## config.mk

```make
export PLATFORM = sky130hd
export DESIGN_NAME = md_ctrl
export DESIGN_NICKNAME = d
export VERILOG_FILES = /design/src/rtl/md_pkg.sv /design/src/rtl/md_iter_cnt.sv /design/src/rtl/md_ctrl.sv
export SDC_FILE = /design/constraint.sdc
export NUM_CORES = 1
export LEC_CHECK = 0
export ABC_AREA = 0
export CAP_MARGIN = 10
export CORE_ASPECT_RATIO = 1.4
export CORE_MARGIN = 1
export CORE_UTILIZATION = 57
export CTS_CLUSTER_DIAMETER = 50
export CTS_CLUSTER_SIZE = 25
export DETAILED_ROUTE_END_ITERATION = 6
export GPL_TIMING_DRIVEN = 0
export PLACE_DENSITY_LB_ADDON = 0.1
export SYNTH_ARGS = -nofsm -noshare
export SYNTH_HDL_FRONTEND = slang
export SYNTH_SLANG_ARGS = --single-unit
```

## constraint.sdc

```tcl
create_clock -name clock -period 3.5 [get_ports clock]
set_input_delay 0.7 -clock clock [delete_from_list [all_inputs] [get_ports clock]]
set_output_delay 0.7 -clock clock [all_outputs]
set_load 0.03 [all_outputs]
```

## src/rtl/md_pkg.sv

```systemverilog
// rtl/md_pkg.sv - shared states and constants for the multiply/divide controller
package md_pkg;

    typedef enum logic [2:0] {
        IDLE,
        MITER,
        DABSA,
        DABSB,
        DITER,
        DFIX,
        DONE
    } md_state_e;

    localparam int   ITER = 32;
    localparam logic ADD  = 1'b0;
    localparam logic SUB  = 1'b1;

endpackage

```

## src/rtl/md_iter_cnt.sv

```systemverilog
// rtl/md_iter_cnt.sv - 6-bit iteration counter with clear, increment and terminal flag
module md_iter_cnt
    import md_pkg::*;
(
    input  logic clock,
    input  logic reset,
    input  logic clr,
    input  logic inc,
    output logic last
);

    logic [5:0] cnt;

    always_ff @(posedge clock or negedge reset) begin
        if (!reset) begin
            cnt <= 6'd0;
        end else if (clr) begin
            cnt <= 6'd0;
        end else if (inc) begin
            cnt <= cnt + 6'd1;
        end
    end

    assign last = (cnt == 6'(ITER - 1));

endmodule

```

## src/rtl/md_ctrl.sv

```systemverilog
// rtl/md_ctrl.sv - sequential signed multiply/divide driving an external shared add/sub unit
module md_ctrl
    import md_pkg::*;
(
    input  logic        clock,
    input  logic        reset,
    input  logic        ctrl_MULT,
    input  logic        ctrl_DIV,
    input  logic [31:0] data_operandA,
    input  logic [31:0] data_operandB,
    output logic [31:0] data_result,
    output logic        data_exception,
    output logic        data_resultRDY,
    output logic        busy,
    output logic [31:0] alu_operandA,
    output logic [31:0] alu_operandB,
    output logic        alu_opcode,
    input  logic [31:0] alu_result,
    input  logic        alu_overflow
);

    md_state_e   state, state_nx;
    logic [31:0] acc, acc_nx;      // Booth HI / divide remainder R
    logic [31:0] q, q_nx;          // Booth LO / dividend then quotient Q
    logic        qm1, qm1_nx;
    logic [31:0] opa, opa_nx;      // multiplicand
    logic [31:0] opb, opb_nx;      // divisor, becomes |B|
    logic        sdiff, sdiff_nx;
    logic [31:0] res_nx;
    logic        exc_nx;
    logic        cnt_clr, cnt_inc, cnt_last;
    logic [31:0] mul_hi, mul_lo, r_sh, q_sh;
    logic        trial_neg;

    md_iter_cnt u_iter_cnt (
        .clock (clock),
        .reset (reset),
        .clr   (cnt_clr),
        .inc   (cnt_inc),
        .last  (cnt_last)
    );

    always_ff @(posedge clock or negedge reset) begin
        if (!reset) begin
            state          <= IDLE;
            acc            <= 32'd0;
            q              <= 32'd0;
            qm1            <= 1'b0;
            opa            <= 32'd0;
            opb            <= 32'd0;
            sdiff          <= 1'b0;
            data_result    <= 32'd0;
            data_exception <= 1'b0;
        end else begin
            state          <= state_nx;
            acc            <= acc_nx;
            q              <= q_nx;
            qm1            <= qm1_nx;
            opa            <= opa_nx;
            opb            <= opb_nx;
            sdiff          <= sdiff_nx;
            data_result    <= res_nx;
            data_exception <= exc_nx;
        end
    end

    always_comb begin
        state_nx     = state;
        acc_nx       = acc;
        q_nx         = q;
        qm1_nx       = qm1;
        opa_nx       = opa;
        opb_nx       = opb;
        sdiff_nx     = sdiff;
        res_nx       = data_result;
        exc_nx       = data_exception;
        alu_operandA = 32'd0;
        alu_operandB = 32'd0;
        alu_opcode   = ADD;
        cnt_clr      = 1'b0;
        cnt_inc      = 1'b0;
        mul_hi       = {alu_result[31], alu_result[31:1]};
        mul_lo       = {alu_result[0], q[31:1]};
        r_sh         = {acc[30:0], q[31]};
        q_sh         = {q[30:0], 1'b0};
        // Unsigned compare of the shifted remainder against |B| built from the signed subtract flags
        trial_neg    = ~acc[31] & (alu_result[31] ^ alu_overflow ^ r_sh[31] ^ opb[31]);

        case (state)
            IDLE: begin
                if (ctrl_MULT) begin
                    opa_nx   = data_operandA;
                    acc_nx   = 32'd0;
                    q_nx     = data_operandB;
                    qm1_nx   = 1'b0;
                    cnt_clr  = 1'b1;
                    state_nx = MITER;
                end else if (ctrl_DIV) begin
                    if (data_operandB == 32'd0) begin
                        res_nx   = 32'd0;
                        exc_nx   = 1'b1;
                        state_nx = DONE;
                    end else begin
                        q_nx     = data_operandA;
                        opb_nx   = data_operandB;
                        acc_nx   = 32'd0;
                        sdiff_nx = data_operandA[31] ^ data_operandB[31];
                        state_nx = DABSA;
                    end
                end
            end
            MITER: begin
                alu_operandA = acc;
                alu_operandB = (q[0] ^ qm1) ? opa : 32'd0;
                alu_opcode   = (q[0] & ~qm1) ? SUB : ADD;
                acc_nx       = mul_hi;
                q_nx         = mul_lo;
                qm1_nx       = q[0];
                cnt_inc      = 1'b1;
                if (cnt_last) begin
                    res_nx   = mul_lo;
                    exc_nx   = ~((&mul_hi & mul_lo[31]) | ~(|mul_hi | mul_lo[31]));
                    state_nx = DONE;
                end
            end
            DABSA: begin
                alu_opcode   = SUB;
                alu_operandB = q;
                if (q[31]) q_nx = alu_result;
                state_nx = DABSB;
            end
            DABSB: begin
                alu_opcode   = SUB;
                alu_operandB = opb;
                if (opb[31]) opb_nx = alu_result;
                cnt_clr  = 1'b1;
                state_nx = DITER;
            end
            DITER: begin
                alu_operandA = r_sh;
                alu_operandB = opb;
                alu_opcode   = SUB;
                cnt_inc      = 1'b1;
                if (trial_neg) begin
                    acc_nx = r_sh;
                    q_nx   = q_sh;
                end else begin
                    acc_nx = alu_result;
                    q_nx   = q_sh | 32'd1;
                end
                if (cnt_last) state_nx = DFIX;
            end
            DFIX: begin
                alu_opcode   = SUB;
                alu_operandB = q;
                if (sdiff) begin
                    res_nx = alu_result;
                    exc_nx = 1'b0;
                end else if (q[31]) begin
                    res_nx = 32'd0;
                    exc_nx = 1'b1;
                end else begin
                    res_nx = q;
                    exc_nx = 1'b0;
                end
                state_nx = DONE;
            end
            DONE: begin
                state_nx = IDLE;
            end
            default: begin
                state_nx = IDLE;
            end
        endcase
    end

    assign data_resultRDY = (state == DONE);
    assign busy           = (state != IDLE);

endmodule

```

==> results.py, run 1 <==
metrics = {
    "outcome": {
        "status": "finished with violations",
        "violations": "DRC",
    },
    "synthesis": {
        "ys_types": 51,
        "synth_edf_count": 0,
        "synth_area_leaders": "dfrtp_1 (42%), mux2i_1 (9.0%), mux2_1 (7.2%)",
        "netlist_area_um2": 10300,
        "avgSynthCellArea_um2": 10.2,
        "synth_cells": 1013,
        "synth_seq_cells": 172,
        "syn_nets": 1118,
        "synth_top_cell_by_area": "dfrtp_1",
        "ys.flop_type": "dfrtp_1",
        "ys_seq_area_share_pct": 41.7,
        "async_flop_share_pct": 100,
        "synth_top_area_share_pct": 41.7,
        "yosys_warnings": 0,
    },
    "die": {
        "initial_core_util_pct": 58.8,
        "fp.coreArea_um2": 17500,
        "boundaryPins": 201,
        "die_h_um": 161,
        "die_w_um": 116,
        "die_area_um2": 18600,
        "row_count": 57,
    },
    "critical_path": {
        "cp_max_fo": 10,
        "slowest_delay_ns": 0.43,
        "start_kind": "flip-flop",
        "slowest_stage": "dfrtp_1",
        "rrSetupSlack_ns": 0.70,
        "worst_r2r_endpoint": "acc[10]",
        "endpoint_kind": "output port",
        "cp.required_ns": 2.80,
        "arrival_ns": 2.76,
        "worst-r2r-cell-count": 6,
        "r2r_start": "state[0]",
        "crit_chain": "buf_2, nand2b_4, nand2_1, clkbuf_4, a222oi_1, inv_1, dlygate4sd2_1",
        "criticalPathCategory": "reg -> out",
    },
    "sta": {
        "fin_crit_ns": 3.46,
        "setup_violations": 0,
        "maxSlewHeadroom_pct": 42.4,
        "fin_skew_ns": 0.00954,
        "maxSlewViolCount": 0,
        "hold_slack_ns": 0.217,
        "hold_violations": 0,
        "tightest_slew_ns": 0.864,
        "worst_slack_ns": 0.0449,
        "finalCritPeriodShare_pct": 98.7,
        "fmax_mhz": 289,
    },
    "global_route": {
        "grt_max_degree": 95,
        "antenna_found_initial": 0,
        "grt_overflow": 0,
        "grt_pass1_wl_um": 54500,
        "grt_pass1_vias": 9821,
        "grt_usage_pct": 39.1,
    },
    "detailed_routing": {
        "drtIter0Drc": 1461,
        "via_count": 9902,
        "drtPass1Iterations": 7,
        "wire_per_inst_um": 24.0,
        "remaining_drc_errors": 31,
        "drt_wl_total_um": 35500,
        "via_per_inst": 6.69,
        "postRouteAntennaNets": 0,
    },
    "power_and_ir_drop": {
        "ir_worst_vdd_v": 0.000545,
        "p_leak_uw": 0.00632,
        "power_density_nw_per_um2": 1050,
        "total_power_uw": 14000,
    },
    "clock_network": {
        "clk_pin_slew_ns": 0.06,
        "htreeDepth": 4,
        "clock_latency_ns": 0.44,
        "clockBufferDepth": 2,
        "clkSinkCount": 172,
        "cts_tree": "done",
        "holdBufCountCts": 0,
        "cts_root_buffer": "clkbuf_16",
        "cts_buffers": 17,
    },
    "finish": {
        "finish.net_count": 1336,
        "finalInstanceArea_um2": 13300,
        "drive_gt1_share_pct": 11.6,
        "area_delta_synth_final_pct": 29.4,
        "diodes": 0,
        "fillers": 1286,
    },
    "placed_design": {
        "routabilityCongestion": 0.937,
        "portBuffers": 198,
        "place_worst_setup_slack_ns": -0.523,
        "dp_hpwl_um": 24900,
        "place_area_um2": 12600,
    },
    "hold_path": {
        "holdCritPathClass": "in -> async",
    },
    "flow_run": {
        "max_cap_violations": 0,
    },
}
## stage by stage
stage                     utilization, %  std cells  TNS [ns]
after floorplan                        -       1013         0
after global placement              71.8       1447   -964.70
after detailed placement            71.9       1448    -29.61
after CTS                           75.6       1480     -2.28
after global routing                76.1       1480   -0.0193
final                               76.1       1480         0
## layout make-up
class / instances / area [um^2] / share of cell area, %
multi-input cells: 648 / 5250 / 39.3
plain buffers: 86 / 442 / 3.31
clock inverters: 14 / 170 / 1.27
well taps: 236 / 295 / 2.21
clock buffers: 18 / 429 / 3.22
inverters: 106 / 398 / 2.98
flip-flops and latches: 172 / 4300 / 32.2
repair buffers: 200 / 2060 / 15.4
## metal layers
| metal | vias up | routed length [um] | share of wire, % | track usage [%] |
|---|---|---|---|---|
| met5 | - | 0 | 0 | 0 |
| met4 | 0 | 2600 | 7.3 | 29.3 |
| met3 | 170 | 3700 | 10 | 7.20 |
| met2 | 737 | 16300 | 46 | 60.5 |
| met1 | 4748 | 12900 | 36 | 48.4 |
| li1 | 4247 | - | - | - |
## layout by cell type (no fill, tap or decap), types with 22 or more instances in the layout
master | netlist | routed
a21oi_1 | 39 | 39
a222oi_1 | 61 | 61
buf_2 | 20 | 22
clkbuf_1 | 52 | 41
clkdlybuf4s50_1 | 0 | 156
dfrtp_1 | 172 | 172
dlymetal6s2s_1 | 0 | 25
inv_1 | 104 | 104
mux2_1 | 66 | 66
mux2_4 | 29 | 29
mux2i_1 | 93 | 93
nand2_1 | 79 | 78
o21ai_0 | 60 | 60
o221ai_2 | 30 | 30
o22ai_1 | 65 | 65
## cells in the mapped netlist (6+ instances only)
cell        n
xor2_1      6
nor2_1     17
o21ai_0    60
buf_6       6
a222oi_1   61
mux2_1     66
inv_1     104
buf_1       8
mux2i_1    93
o22ai_1    65
dfrtp_1   172
nand2b_1    6
a21oi_1    39
clkbuf_1   52
nor4_1     18
o21ai_1     8
o221ai_2   30
nand2_1    79
mux2_4     29
buf_2      20
nand4_1    16
## state kept, by name (all words and copies together) (netlist names)
name,count
acc,32
data_exception,1
data_result,32
opa,32
qm1,1
opb,32
q,32
state,3
u_iter_cnt.cnt,6
sdiff,1
## worst max-delay path: cells and delay by family, from the launching register on
family	cells	cell delay (ns)
AO/OA/AOI/OAI	1	0.38
AND/OR/NAND/NOR	2	0.47
buffers and inverters	4	1.04
flip-flops	1	0.43
## where the power goes
part	total (uW)	switching [uW]	internal (uW)
sequential	3710	762	2940
combinational	8330	4960	3370
clock	1970	842	1130
## worst max path at each step
stage / cells past startpoint / end / startpoint
2_1_floorplan: 5 / alu_operandA[31] / state[1]
6_report: 7 / alu_operandB[8] / state[0]
3_5_place_dp: 8 / alu_operandB[8] / state[2]
3_3_place_gp: 1 / acc[13] / reset
4_1_cts: 8 / alu_operandB[6] / state[0]
5_1_grt: 8 / alu_operandB[0] / state[0]
## repair_timing
item	4_1_cts	5_1_grt
setup endpoints to repair	71	40
gates resized for setup	42	40
pin swaps	3	1
buffers inserted	1	0
## kinds of logic after synthesis
kind of cell | Yosys count | share of synthesized area, %
XOR/XNOR | 9 | 0.765
flip-flops | 172 | 41.7
buffers and inverters | 193 | 7.74
AND/OR/NAND/NOR | 156 | 7.15
AO/OA/AOI/OAI | 290 | 21.6
adder cells (fa/ha/maj) | 4 | 0.485
multiplexers | 189 | 20.6
Power figures use the tool's default switching activity.
==> run 2, diff against run 1 <==
CAP_MARGIN = default   (was 10)
==> results of run 2 <==
No change in the layout: final DEF, timing and power equal those of run 1.
